### src/rtl/issue_queue_pkg.sv
// ----------------------------------------------------------------------------
// issue_queue_pkg
//   Shared definitions for the decode -> issue -> register-read path.
//   REG_IDX_W : architectural register index width
//   INST_NOP  : canonical NOP encoding used upstream when building payloads
//   PC_RESET  : reset fetch address, also used upstream in payloads
//   slot_meta_t : per-slot scheduling fields kept next to the opaque payload
//   lane_count  : number of set lanes in a 2-lane valid vector
// ----------------------------------------------------------------------------
package issue_queue_pkg;

  localparam int          REG_IDX_W = 5;
  localparam logic [31:0] INST_NOP  = 32'h0340_0000;
  localparam logic [31:0] PC_RESET  = 32'h1c00_0000;

  typedef struct packed {
    logic [REG_IDX_W-1:0] rd;
    logic [REG_IDX_W-1:0] rj;
    logic [REG_IDX_W-1:0] rk;
    logic                 is_alu;
    logic                 is_priv;
  } slot_meta_t;

  // Lane vectors are always 2'b00, 2'b01 or 2'b11, so lane1 implies two.
  function automatic logic [1:0] lane_count(input logic [1:0] valid);
    if (valid[1])      return 2'd2;
    else if (valid[0]) return 2'd1;
    else               return 2'd0;
  endfunction

endpackage

### src/rtl/issue_pair_check.sv
// ----------------------------------------------------------------------------
// issue_pair_check
//   Decides whether the head entry and the one behind it may issue together.
//   Both must be simple ALU ops, neither may be privileged, and the younger
//   one must not read the older one's destination (r0 never creates a RAW).
//   Ports:
//     head_rd, head_is_alu, head_is_priv   : fields of the older (head) entry
//     next_rj, next_rk, next_is_alu,
//     next_is_priv                         : fields of the younger entry
//     pair_ok                              : dual issue permitted
// ----------------------------------------------------------------------------
module issue_pair_check
  import issue_queue_pkg::*;
(
  input  logic [REG_IDX_W-1:0] head_rd,
  input  logic                 head_is_alu,
  input  logic                 head_is_priv,
  input  logic [REG_IDX_W-1:0] next_rj,
  input  logic [REG_IDX_W-1:0] next_rk,
  input  logic                 next_is_alu,
  input  logic                 next_is_priv,
  output logic                 pair_ok
);

  logic no_raw;

  // WAR/WAW cannot bite because issue stays in order; only RAW matters.
  assign no_raw  = (head_rd == '0) | ((head_rd != next_rj) & (head_rd != next_rk));
  assign pair_ok = head_is_alu & next_is_alu & ~head_is_priv & ~next_is_priv & no_raw;

endmodule

### src/rtl/issue_queue.sv
// ----------------------------------------------------------------------------
// issue_queue
//   In-order issue buffer between decode and register read. Up to two
//   instructions enqueue per cycle into a DEPTH-slot circular buffer; one or
//   two issue per cycle from the head, two only when issue_pair_check agrees.
//   A privileged op leaving the queue blocks issue for the following cycle.
//   Ports:
//     clk, rstn            : clock, asynchronous active-low reset
//     flush                : drop every queued entry
//     in_valid[1:0]        : enqueue lanes (lane0 older, lane1 only with lane0)
//     in_ready             : room for two entries this cycle
//     in_payload/rd/rj/rk/is_alu/is_priv 0/1 : incoming entry fields
//     out_valid[1:0]       : issue lanes (never 2'b10)
//     out_ready            : downstream takes every valid lane
//     out_payload/rd/rj/rk/is_alu/is_priv 0/1 : head and head+1 entries
//     out_single           : only lane0 issues this cycle
//     occupancy            : current number of entries
// ----------------------------------------------------------------------------
module issue_queue
  import issue_queue_pkg::*;
#(
  parameter int DEPTH     = 8,
  parameter int PAYLOAD_W = 160,
  parameter int DUAL_EN   = 1
) (
  input  logic                   clk,
  input  logic                   rstn,
  input  logic                   flush,
  input  logic [1:0]             in_valid,
  output logic                   in_ready,
  input  logic [PAYLOAD_W-1:0]   in_payload0,
  input  logic [PAYLOAD_W-1:0]   in_payload1,
  input  logic [REG_IDX_W-1:0]   in_rd0,
  input  logic [REG_IDX_W-1:0]   in_rd1,
  input  logic [REG_IDX_W-1:0]   in_rj0,
  input  logic [REG_IDX_W-1:0]   in_rj1,
  input  logic [REG_IDX_W-1:0]   in_rk0,
  input  logic [REG_IDX_W-1:0]   in_rk1,
  input  logic                   in_is_alu0,
  input  logic                   in_is_alu1,
  input  logic                   in_is_priv0,
  input  logic                   in_is_priv1,
  output logic [1:0]             out_valid,
  input  logic                   out_ready,
  output logic [PAYLOAD_W-1:0]   out_payload0,
  output logic [PAYLOAD_W-1:0]   out_payload1,
  output logic [REG_IDX_W-1:0]   out_rd0,
  output logic [REG_IDX_W-1:0]   out_rd1,
  output logic [REG_IDX_W-1:0]   out_rj0,
  output logic [REG_IDX_W-1:0]   out_rj1,
  output logic [REG_IDX_W-1:0]   out_rk0,
  output logic [REG_IDX_W-1:0]   out_rk1,
  output logic                   out_is_alu0,
  output logic                   out_is_alu1,
  output logic                   out_is_priv0,
  output logic                   out_is_priv1,
  output logic                   out_single,
  output logic [$clog2(DEPTH):0] occupancy
);

  localparam int PTR_W = $clog2(DEPTH);
  localparam int CNT_W = PTR_W + 1;

  logic [PTR_W-1:0]     head;
  logic [PTR_W-1:0]     tail;
  logic [PTR_W-1:0]     head1;
  logic [PTR_W-1:0]     tail1;
  logic [CNT_W-1:0]     count;
  logic                 priv_hold;

  logic [PAYLOAD_W-1:0] slot_payload [DEPTH];
  slot_meta_t           slot_meta    [DEPTH];

  slot_meta_t           head_meta;
  slot_meta_t           next_meta;
  slot_meta_t           in_meta0;
  slot_meta_t           in_meta1;
  logic                 pair_ok;
  logic                 valid0;
  logic                 valid1;
  logic                 enq_fire;
  logic                 deq_fire;
  logic [1:0]           enq_n;
  logic [1:0]           deq_n;

  // Pointers are exactly log2(DEPTH) bits, so +1 wraps modulo DEPTH.
  assign head1     = head + PTR_W'(1);
  assign tail1     = tail + PTR_W'(1);
  assign head_meta = slot_meta[head];
  assign next_meta = slot_meta[head1];
  assign in_meta0  = '{rd: in_rd0, rj: in_rj0, rk: in_rk0, is_alu: in_is_alu0, is_priv: in_is_priv0};
  assign in_meta1  = '{rd: in_rd1, rj: in_rj1, rk: in_rk1, is_alu: in_is_alu1, is_priv: in_is_priv1};

  issue_pair_check u_pair_check (
    .head_rd      (head_meta.rd),
    .head_is_alu  (head_meta.is_alu),
    .head_is_priv (head_meta.is_priv),
    .next_rj      (next_meta.rj),
    .next_rk      (next_meta.rk),
    .next_is_alu  (next_meta.is_alu),
    .next_is_priv (next_meta.is_priv),
    .pair_ok      (pair_ok)
  );

  // in_ready looks only at the current count: a same-cycle dequeue does not
  // make room, which keeps in_ready off the downstream ready path.
  assign in_ready = (count <= CNT_W'(DEPTH - 2));
  assign valid0   = (count != '0) & ~priv_hold;
  assign valid1   = valid0 & (count >= CNT_W'(2)) & (DUAL_EN != 0) & pair_ok;

  // Flush wins over both sides, so nothing is written, counted or popped.
  assign enq_fire = in_ready & in_valid[0] & ~flush;
  assign deq_fire = out_ready & valid0 & ~flush;
  assign enq_n    = enq_fire ? lane_count(in_valid) : 2'd0;
  assign deq_n    = deq_fire ? lane_count({valid1, valid0}) : 2'd0;

  // Pointer, count and priv-serialisation state.
  always_ff @(posedge clk or negedge rstn) begin
    if (!rstn) begin
      head      <= '0;
      tail      <= '0;
      count     <= '0;
      priv_hold <= 1'b0;
    end else if (flush) begin
      head      <= '0;
      tail      <= '0;
      count     <= '0;
      priv_hold <= 1'b0;
    end else begin
      head      <= head + PTR_W'(deq_n);
      tail      <= tail + PTR_W'(enq_n);
      count     <= count + CNT_W'(enq_n) - CNT_W'(deq_n);
      // A priv op never pairs, so it always leaves alone in lane0; while the
      // hold is up valid0 is low, so the hold drops again next cycle.
      priv_hold <= deq_fire & head_meta.is_priv;
    end
  end

  // Slot storage carries no reset; count alone says which slots are live.
  always_ff @(posedge clk) begin
    if (enq_fire) begin
      slot_payload[tail] <= in_payload0;
      slot_meta[tail]    <= in_meta0;
      if (in_valid[1]) begin
        slot_payload[tail1] <= in_payload1;
        slot_meta[tail1]    <= in_meta1;
      end
    end
  end

  assign out_valid    = {valid1, valid0};
  assign out_single   = valid0 & ~valid1;
  assign occupancy    = count;

  assign out_payload0 = slot_payload[head];
  assign out_rd0      = head_meta.rd;
  assign out_rj0      = head_meta.rj;
  assign out_rk0      = head_meta.rk;
  assign out_is_alu0  = head_meta.is_alu;
  assign out_is_priv0 = head_meta.is_priv;

  // When lane1 does not issue, rd=0 / is_alu=1 present it as a NOP slot.
  assign out_payload1 = slot_payload[head1];
  assign out_rd1      = valid1 ? next_meta.rd : '0;
  assign out_rj1      = next_meta.rj;
  assign out_rk1      = next_meta.rk;
  assign out_is_alu1  = valid1 ? next_meta.is_alu : 1'b1;
  assign out_is_priv1 = next_meta.is_priv;

  a_no_lane1_alone: assert property (@(posedge clk) disable iff (!rstn) in_valid != 2'b10);
  a_count_bound:    assert property (@(posedge clk) disable iff (!rstn) count <= CNT_W'(DEPTH));

endmodule

### config.mk
export PLATFORM = sky130hd
export DESIGN_NAME = issue_queue
export DESIGN_NICKNAME = d
export VERILOG_FILES = /design/src/rtl/issue_queue_pkg.sv /design/src/rtl/issue_pair_check.sv /design/src/rtl/issue_queue.sv
export SDC_FILE = /design/constraint.sdc
export NUM_CORES = 2
export LEC_CHECK = 0
export ABC_AREA = 1
export BUFFER_PORTS_ARGS = -buffer_cell sky130_fd_sc_hd__buf_2
export CAP_MARGIN = 20
export CELL_PAD_IN_SITES_DETAIL_PLACEMENT = 1
export CELL_PAD_IN_SITES_GLOBAL_PLACEMENT = 1
export CORE_ASPECT_RATIO = 1.75
export CORE_MARGIN = 2
export CORE_UTILIZATION = 25
export CTS_BUF_LIST = sky130_fd_sc_hd__clkbuf_4 sky130_fd_sc_hd__clkbuf_8
export CTS_CLUSTER_DIAMETER = 80
export DETAILED_ROUTE_END_ITERATION = 10
export GPL_ROUTABILITY_DRIVEN = 1
export PLACE_DENSITY_LB_ADDON = 0.1
export RECOVER_POWER = 100
export SLEW_MARGIN = 20
export SYNTH_ARGS = -nofsm -noshare
export SYNTH_HDL_FRONTEND = slang
export SYNTH_SLANG_ARGS = --single-unit
### constraint.sdc
create_clock -name clk -period 15.7 [get_ports clk]
set_input_delay 1.57 -clock clk [delete_from_list [all_inputs] [get_ports clk]]
set_output_delay 1.57 -clock clk [all_outputs]
set_load 0.02 [all_outputs]
==> out/results.ini <==
[setup_path]
cpMaxStageDelayCell = sky130_fd_sc_hd__clkbuf_1
worst_path_largest_cell_delay_ns = 2.50
setup.worst_path.start_class = register
setup_crit_end_kind = output pin
cp_cell_sequence = clkbuf_1 -> inv_16 -> clkbuf_1 -> buf_4 -> buf_4 -> buf_4 -> nor2_1 -> o21ai_0 -> a21oi_1 -> a31oi_1 -> clkbuf_1
cp_data_required_time_ns = 14.13
crit_path_max_fanout = 212
kind_of_cell_adding_the_most_delay_to_the_critical_path = buffers and inverters
worstSetupPathType = reg -> out
critPathBufInv = 7
cp_data_arrival_time_ns = 10.13

[pwr]
p_per_area_nw_per_um2 = 135
p_leak_uw = 0.0357
worst_ir_drop_vdd_uv = 96.6
net_switching_fraction_of_the_power_pct = 41.9
seq_power_share_pct = 34.8
p_switching_uw = 5310
clockPowerShare_pct = 29.5
power_frac_comb_pct = 35.6
internal_power_uw = 7380

[layout]
layout-area-overhead-vs-synth_pct = 12.1
final_standard_cell_count_with_taps_included_and_fillers_excluded = 15082
post_layout_net_count = 10849
finalInstanceArea_um2 = 93800
drive_gt1_share_pct = 8.05

[floorplan]
core-area_um2 = 334000
io_pins = 722
floorplan.die.height_um = 769
initial_core_util_pct = 25.1
total_number_of_placement_rows = 281
die_area_um2 = 339000
floorplan.die.width_um = 441

[logic_synthesis]
syn_nets = 10749
synth_area_leader_cell = sky130_fd_sc_hd__edfxtp_1
ys_dominant_reg_cell = sky130_fd_sc_hd__edfxtp_1
synth_area_leaders = sky130_fd_sc_hd__edfxtp_1 (51%), sky130_fd_sc_hd__o21ai_0 (12%), sky130_fd_sc_hd__nand2_1 (9.6%)
synthMostInstantiatedCell = sky130_fd_sc_hd__nand2_1
post_synthesis_instance_area_um2 = 83600
yosysTopAreaCellShare_pct = 50.8
yosys-top-cells-count = sky130_fd_sc_hd__nand2_1 (2146), sky130_fd_sc_hd__o21ai_0 (1955), sky130_fd_sc_hd__edfxtp_1 (1416)
synthesis.yosys.warnings = 0
postSynthCellCount = 10375
synth.yosys.seq_area_share_pct = 51.2
avgSynthCellArea_um2 = 8.06
synth_enable_flop_cells = 1416
ys_seq_elements = 1427
synthArstFlopShare_pct = 0.771
library_cells_used_by_synthesis = 38

[sta]
worst_pin_slew_ns = 8.56
unrepaired_setup_endpoints_after_global_routing = false
worst_slew_margin_rel_pct = -471
finClkSkew_ns = 0.0628
finalSetupViolations = 0
finalHoldViolations = 0
period_share_pct = 74.5
period_minus_slack_ns = 11.70
final_tns_setup_ns = 0
timing.fmax_mhz = 85.5
timing.final.max_slew_violations = 3995
setup_ws_ns = 4.00
hold-worst-slack_ns = 0.621

[clock_network]
clock_tree.buffer_depth = 4
cts_tree = built
clk-insertion-delay-late_ns = 1.03
cts_root_buffer = sky130_fd_sc_hd__clkbuf_8
cts_num_sinks = 1427
clk_pin_slew_ns = 0.07
ctsHtreeMaxLevel = 5
post_cts_buffers = 0
post_cts_hold_buffer_count = 0
cts_resized = 0
numCtsBuffers = 271

[detailed_routing]
post-route-drc-count = 0
vias = 78297
post_drt_via_cell_ratio = 5.19
ant_nets = 0
first_drt_iteration_drcs = 4031
drt_pre_antenna_iters = 5
wirelength_um = 400000
wl_per_cell_um = 26.5

[hold_path]
hp-class = in -> async

[placement]
numPortBuffers = 720
dp_hpwl_um = 237000
dp_worst_setup_slack_ns = 8.12
place.detailed.instances = 14588
place_area_um2 = 89600
gp_congestion = 0.792

[flow_run]
max-cap-violations = 82

[grt]
overflow = 0
largest_net_degree_at_the_start_of_global_routing = 230
antenna_found_initial = 95
first_global_vias = 82482
grt_first_pass_wirelength_um = 571000
globalRouteTotalUtil_pct = 22.9

[status]
status = finished, violations left
failing_checks = max-capacitance violations, max-slew violations

## layer usage
layer	wire (µm)	part of all wire (%)	vias up	GRT usage, %
li1	-	-	36019	-
met1	160000	40	39379	26.6
met2	199000	50	2024	41.0
met3	25300	6.3	791	4.88
met4	14700	3.7	84	7.86
met5	577	0.14	-	0
## final cells by class
| cell class | count | area, µm² |
|---|---|---|
| antenna | 35 | 87.6 |
| inverter | 798 | 3030 |
| clock inverter | 100 | 618 |
| clock buffer | 359 | 4440 |
| sequential | 1427 | 42800 |
| timing repair buffer | 870 | 4170 |
| tap | 4386 | 5490 |
| multi-input combinational | 7107 | 33200 |
| fill | 39841 | 240000 |
## worst paths after layout
path | from | to | slack [ns] | cells past startpoint
max | head[0] | out_payload0[64] | 4.00 | 11
min | rstn | tail[0] | 0.62 | 1
max reg2reg | occupancy[3] | slot_payload[0][69] | 4.18 | 10
min reg2reg | occupancy[3] | occupancy[3] | 0.76 | 3
max in group asynchronous | rstn | head[2] | 14.45 | 1
min in group clk | occupancy[3] | occupancy[3] | 0.76 | 3
## metrics by stage
step                power, µW  util [%]
floorplan                7380         -
global placement         9090      26.9
detailed placement       9160      26.9
CTS                     13000      28.4
global route            13400      28.1
finish                  12700      28.1
## flip-flops by register name, summed over array words and instances, names as in the netlist
signal / cells
slot_meta: 136
head: 3
priv_hold: 1
slot_payload: 1280
tail: 3
occupancy: 4
## cell usage in the layout (no fill, tap or decap), types with 9 or more instances in the layout
cell type and instances:
sky130_fd_sc_hd__clkbuf_4 80, sky130_fd_sc_hd__buf_4 64, sky130_fd_sc_hd__o21ai_1 39, sky130_fd_sc_hd__nor2_1 679, sky130_fd_sc_hd__a21oi_1 867, sky130_fd_sc_hd__edfxtp_1 1416, sky130_fd_sc_hd__o211ai_1 164, sky130_fd_sc_hd__a221oi_1 13
sky130_fd_sc_hd__nand3_1 80, sky130_fd_sc_hd__nand4_1 9, sky130_fd_sc_hd__ha_1 9, sky130_fd_sc_hd__a31oi_1 337, sky130_fd_sc_hd__o21ai_0 2747, sky130_fd_sc_hd__clkbuf_8 279, sky130_fd_sc_hd__clkbuf_1 420, sky130_fd_sc_hd__nand2_1 2147
sky130_fd_sc_hd__buf_12 12, sky130_fd_sc_hd__clkinv_1 63, sky130_fd_sc_hd__buf_2 374, sky130_fd_sc_hd__diode_2 35, sky130_fd_sc_hd__inv_1 793, sky130_fd_sc_hd__clkinv_2 16
## kinds of logic after synthesis
family / after synthesis / synth area share, %
flip-flops: 1427 / 51.2
other: 1 / 0.00448
AO/OA/AOI/OAI: 4169 / 26.0
XOR/XNOR: 5 / 0.0928
buffers and inverters: 1841 / 9.17
adder cells (fa/ha/maj): 14 / 0.245
AND/OR/NAND/NOR: 2918 / 13.3
## power groups by stage
stage	Combinational, µW	Sequential [µW]	Clock [µW]
final	4520	4420	3750
after global routing	4960	4430	4010
after CTS	4690	4410	3890
after detailed placement	4680	4490	0
after global placement	4610	4490	0
after floorplan	2850	4530	0
(Power assumes the default switching activity.)
